--- src/rtl/count_sequence_checker_seq_step_compare.sv ---
// Combinational step classifier: expected next count and how the new sample relates to it.
module seq_step_compare #(
   parameter int unsigned CNT_W = 4
) (
   input  logic [CNT_W-1:0] prev,
   input  logic [CNT_W-1:0] cnt_in,
   output logic [CNT_W-1:0] exp,
   output logic             match,
   output logic             wrap,
   output logic             rst_evt
);

   assign exp     = prev + CNT_W'(1);
   assign match   = (cnt_in == exp);
   assign wrap    = match & (prev == {CNT_W{1'b1}});
   assign rst_evt = (cnt_in == CNT_W'(0)) & ~match;

endmodule

--- config.mk ---
export PLATFORM = sky130hd
export DESIGN_NAME = seq_step_compare
export DESIGN_NICKNAME = d
export VERILOG_FILES = /design/src/rtl/count_sequence_checker_seq_step_compare.sv
export SDC_FILE = /design/constraint.sdc
export NUM_CORES = 1
export LEC_CHECK = 0
export CORE_AREA = 5 5 42 44
export DETAILED_ROUTE_END_ITERATION = 16
export DIE_AREA = 0 0 47 49
export PLACE_DENSITY = 0.44
export SYNTH_ARGS = -nofsm -noshare
export SYNTH_HDL_FRONTEND = slang
export SYNTH_SLANG_ARGS = --single-unit
--- constraint.sdc ---
create_clock -name vclk -period 1.54
set_clock_uncertainty 0.05 [all_clocks]
set_input_delay 0.231 -clock vclk [all_inputs]
set_output_delay 0.231 -clock vclk [all_outputs]
set_load 0.01 [all_outputs]
==> results of run 1 <==
worst min-delay path by stage:
stage / start / cells after the start / to
6_report: prev[2] / 4 / wrap
5_1_grt: prev[2] / 4 / wrap
4_1_cts: cnt_in[3] / 4 / rst_evt
3_5_place_dp: prev[2] / 4 / wrap
3_3_place_gp: prev[2] / 4 / wrap
2_1_floorplan: prev[0] / 1 / exp[0]
synth_stat cells, drive strengths merged:
master	n	area share
o31a	1	0.070
xnor2	2	0.14
nand4b	1	0.070
ha	1	0.10
xor2	3	0.21
xnor3	1	0.18
nor4	1	0.050
nand3	1	0.040
nor3	2	0.080
inv	1	0.030
nand2	1	0.030
per-stage QoR:
step,util,setup WS (ns),setup TNS [ns],cells,hold slack [ns]
4_1_cts,0.261,-0.00107,-0.00107,53,0.927
6_report,0.291,0.00783,0,54,0.859
2_1_floorplan,-,0.123,0,15,0.456
5_1_grt,0.291,-0.0406,-0.0406,54,0.892
3_5_place_dp,0.238,-0.771,-3.90,51,1.50
3_3_place_gp,0.238,-0.736,-3.74,51,1.51
routing by layer:
metal | up-vias | GRT usage | wire [um] | share of wire
met3 | 0 | 0.00738 | 72 | 0.11
met2 | 11 | 0.0973 | 342 | 0.50
met1 | 96 | 0.0899 | 265 | 0.39
met4 | 0 | 0 | 0 | 0
met5 | - | 0 | 0 | 0
li1 | 102 | - | - | -
report_power, final:
group	total, mW	internal, mW	switching, mW
logic	0.132	0.0772	0.0549
clock network	0	0	0
registers	0	0	0
area by class of cell:
cell class / count / area, um2
multi-input cells: 14 / 188
inverters: 1 / 3.75
repair buffers: 23 / 196
well taps: 16 / 20.0
fillers: 163 / 993
kinds of logic after synthesis:
kind of cell	Yosys count
simple gates	6
xor+xnor	6
fa+ha+maj	1
buf+inv	1
compound gates	1
what timing repair did:
| action | CTS | global route |
|---|---|---|
| pin swaps | 7 | 4 |
| endpoints found under the setup margin | 7 | 4 |
| buffers inserted | 2 | 1 |
| resized for setup | 40 | 11 |
==> impl_metrics.toml, run 1 <==
[power_and_ir_drop]
powerDensity_nw_per_um2 = 324
p_leak_nw = 0.197
power_mw = 0.132
peakVddDrop_mv = 0.120

[global_route]
antenna_found_initial = 0
grt_pass1_vias = 260
grt_use_total = 0.0605
gr-total-overflow = 0
grt_pass1_wl_um = 1120
grt_max_degree = 4

[setup_path]
crit_family = "compound AO/OA/AOI/OAI gates"
cp-endpoint = "rst_evt"
crit_arrival_ns = 1.25
crit_path_start = "prev[1]"
slowest_delay_ns = 0.29
cp-end-kind = "output port"
worst-path-buf-inv = 2
start_kind = "input port"
crit_slowest_cell = "o31a_1"
critical_path_required_ns = 1.26
worstPathMaxFanout = 3
crit_chain = "buf_6, ha_4, xnor2_2, nand2_2, o31a_1, buf_2"
cp.depth = 6
criticalPathCategory = "in2out"

[layout]
nFlopsAndLatches = 0
nClkBuffers = 0
postLayoutCellArea_um2 = 408
seqCellArea_um2 = 0
syn2layout_area_growth_pct = 226
final_cell_mix = "buf_4 (7), dlygate4sd2_1 (5), buf_2 (4)"
diodes = 0
final_common_cell = "buf_4"
fin_nets = 49
drive_above_1_share = 0.605

[floorplanning]
core_um2 = 1400
dieArea_um2 = 2300
num_io_pins = 15
start_util = 0.0893
row_count = 14
fp.dieH_um = 49
dieWidth_um = 47

[timing]
worst_slew_pin_slew_ns = 0.252
relSlewSlack = 0.830
hold_viol = 0
setup_viol = 0
finalCritPeriodShare = 0.995
final_max_slew_viol_count = 0
grt_setup_unrepaired = "yes"
fin_crit_ns = 1.53
fmax_mhz = 653

[placement]
placed_cell_area_um2 = 333
port_buffers = 15
gp_congestion = 0.700

[logic_synthesis]
syn_area_um2 = 125
yosys.area_share.simple = 0.270
postSynthAreaPerCell_um2 = 8.34
synth_fa_ha_area_frac = 0.100
synth_xor_area_frac = 0.530
synth_cell_types = 11
synth_top_family_by_area = "XOR/XNOR gates"
muxShareOfSynthArea = 0
synth_fp_nets = 24
synthCells = 15
synth-compound-area-share = 0.0700
ys_seq_area_frac = 0
yosysWarnings = 0

[drt]
first_pass_iters = 1
drt-initial-drc-count = 0
routed_via_density = 3.87
drc_errors = 0
post_drt_wl_per_cell_um = 12.6
wirelength_um = 681
num_vias = 209
ant_nets = 0

[run_status]
status = "complete, no violations"

[min_path]
hp-class = "in2out"

[clock_network]
postCtsHoldBufs = 0

[run]
drv_cap = 0
Note: power is estimated with default switching activity, not from simulation.
==> inputs of run 2 (changes only) <==
CORE_AREA = 2 2 39 41   (was 5 5 42 44)
DIE_AREA = 0 0 41 43   (was 0 0 47 49)
==> run 2 against run 1 <==
Compared with the run above:
- the run now ends with setup timing left
- power increased by 17%
- count of clock-buffer cells in the layout unchanged
- core utilization rose by 3.9 points
- worst hold slack worse by 0.018 ns
- critical path type unchanged
- largest power group unchanged
- highest routed layer unchanged
==> impl_metrics.toml, run 2 (synthesis results as in run 1) <==
[setup_path]
start_kind = "input port"
criticalPathCategory = "in2out"
worstPathMaxFanout = 2
critical_path_required_ns = 1.26
crit_arrival_ns = 1.27
worst-path-buf-inv = 3
cp-end-kind = "output port"
slowest_delay_ns = 0.18
crit_family = "buffers and inverters"
crit_chain = "buf_8, ha_4, xor2_2, buf_4, xor2_4, nor3_4, buf_2"
crit_slowest_cell = "nor3_4"

[drt]
num_vias = 204
wirelength_um = 605
routed_via_density = 3.58
post_drt_wl_per_cell_um = 10.6
drt-initial-drc-count = 1
first_pass_iters = 2
drc_errors = 0
ant_nets = 0

[layout]
instances_no_fill = 57
fill_cells = 142
nClkBuffers = 0
seqCellArea_um2 = 0
drive_above_1_share = 0.659
final_common_cell = "buf_4"
diodes = 0
final_cell_mix = "buf_4 (9), dlygate4sd2_1 (5), buf_2 (4)"
nFlopsAndLatches = 0
syn2layout_area_growth_pct = 265
fin_nets = 52

[min_path]
hold_depth = 4
min_to = "wrap"
hp-class = "in2out"
hp-start = "prev[2]"

[placement]
port_buffers = 15
place_inst = 51
dp_slack_ns = -0.740
gp_congestion = 0.709

[global_route]
antenna_found_initial = 0
grt_pass1_wl_um = 897
grt_pass1_vias = 203
gr-total-overflow = 0
grt_use_total = 0.0690
grt_max_degree = 4

[run_status]
failed_checks = "setup timing"
status = "finished with violations"

[timing]
relSlewSlack = 0.798
fin_setup_tns_ns = -0.00637
grt_setup_unrepaired = "yes"
worst_slew_pin_slew_ns = 0.303
hold_viol = 0
finalCritPeriodShare = 1.00
fmax_mhz = 647
fin_ws_ns = -0.00637
final_max_slew_viol_count = 0
fin_crit_ns = 1.55
setup_viol = 1

[power_and_ir_drop]
p_leak_nw = 0.213
peakVddDrop_mv = 0.119
powerDensity_nw_per_um2 = 340

[run]
drv_cap = 0

[floorplanning]
start_util = 0.0904
dieArea_um2 = 1760
fp.dieH_um = 43
num_io_pins = 15
row_count = 14
dieWidth_um = 41
core_um2 = 1380

[clock_network]
postCtsHoldBufs = 0
[run 2: cell type report]
type / instances / area (um2) / share of cell area
multi-input combinational: 14 / 206 / 0.452
timing repair buffer: 26 / 226 / 0.496
inverter: 1 / 3.75 / 0.00822
tap: 16 / 20.0 / 0.0438
[run 2: power breakdown]
| part | switching, mW | total [mW] | internal (mW) | leakage [nW] |
|---|---|---|---|---|
| combinational | 0.0626 | 0.155 | 0.0926 | 0.213 |
| clock | 0 | 0 | 0 | 0 |
| sequential | 0 | 0 | 0 | 0 |
[run 2: per-stage QoR]
| step | hold WS [ns] | instance area [um2] | power [mW] | util |
|---|---|---|---|---|
| 2_1_floorplan | 0.456 | 125 | 0.0385 | - |
| 3_3_place_gp | 1.50 | 333 | 0.106 | 0.241 |
| 3_5_place_dp | 1.49 | 333 | 0.106 | 0.241 |
| 4_1_cts | 0.822 | 389 | 0.127 | 0.281 |
| 5_1_grt | 0.887 | 457 | 0.166 | 0.330 |
| 6_report | 0.841 | 457 | 0.155 | 0.330 |
[run 2: worst min-delay path, stage by stage]
cell	delay (ns)
buf_2	0.14
nand4b_1	0.12
nor3_2	0.05
buf_2	0.12
[run 2: how the worst max path moves through the flow]
stage                  from    end  cells after the start  slack (ns)
global placement    prev[0]   wrap                      6       -0.73
global route        prev[0]  match                      7       -0.06
detailed placement  prev[0]  match                      6       -0.74
finish              prev[0]  match                      7      -0.006
CTS                 prev[0]  match                      6      -0.008
floorplan           prev[0]  match                      4        0.12
[run 2: per-layer routing]
layer | part of all wire | vias to the layer above | global-route usage | wire length (um)
met5 | 0 | - | 0 | 0
met4 | 0 | 0 | 0 | 0
met3 | 0.14 | 0 | 0.0209 | 86
met2 | 0.49 | 12 | 0.113 | 296
met1 | 0.37 | 85 | 0.0921 | 222
li1 | - | 107 | - | -
[run 2: repair_timing]
item | in CTS | in global routing
gates cloned | 0 | 0
setup endpoints to repair | 7 | 4
pin swaps | 6 | 5
gates resized for setup | 43 | 11
buffers inserted | 5 | 1
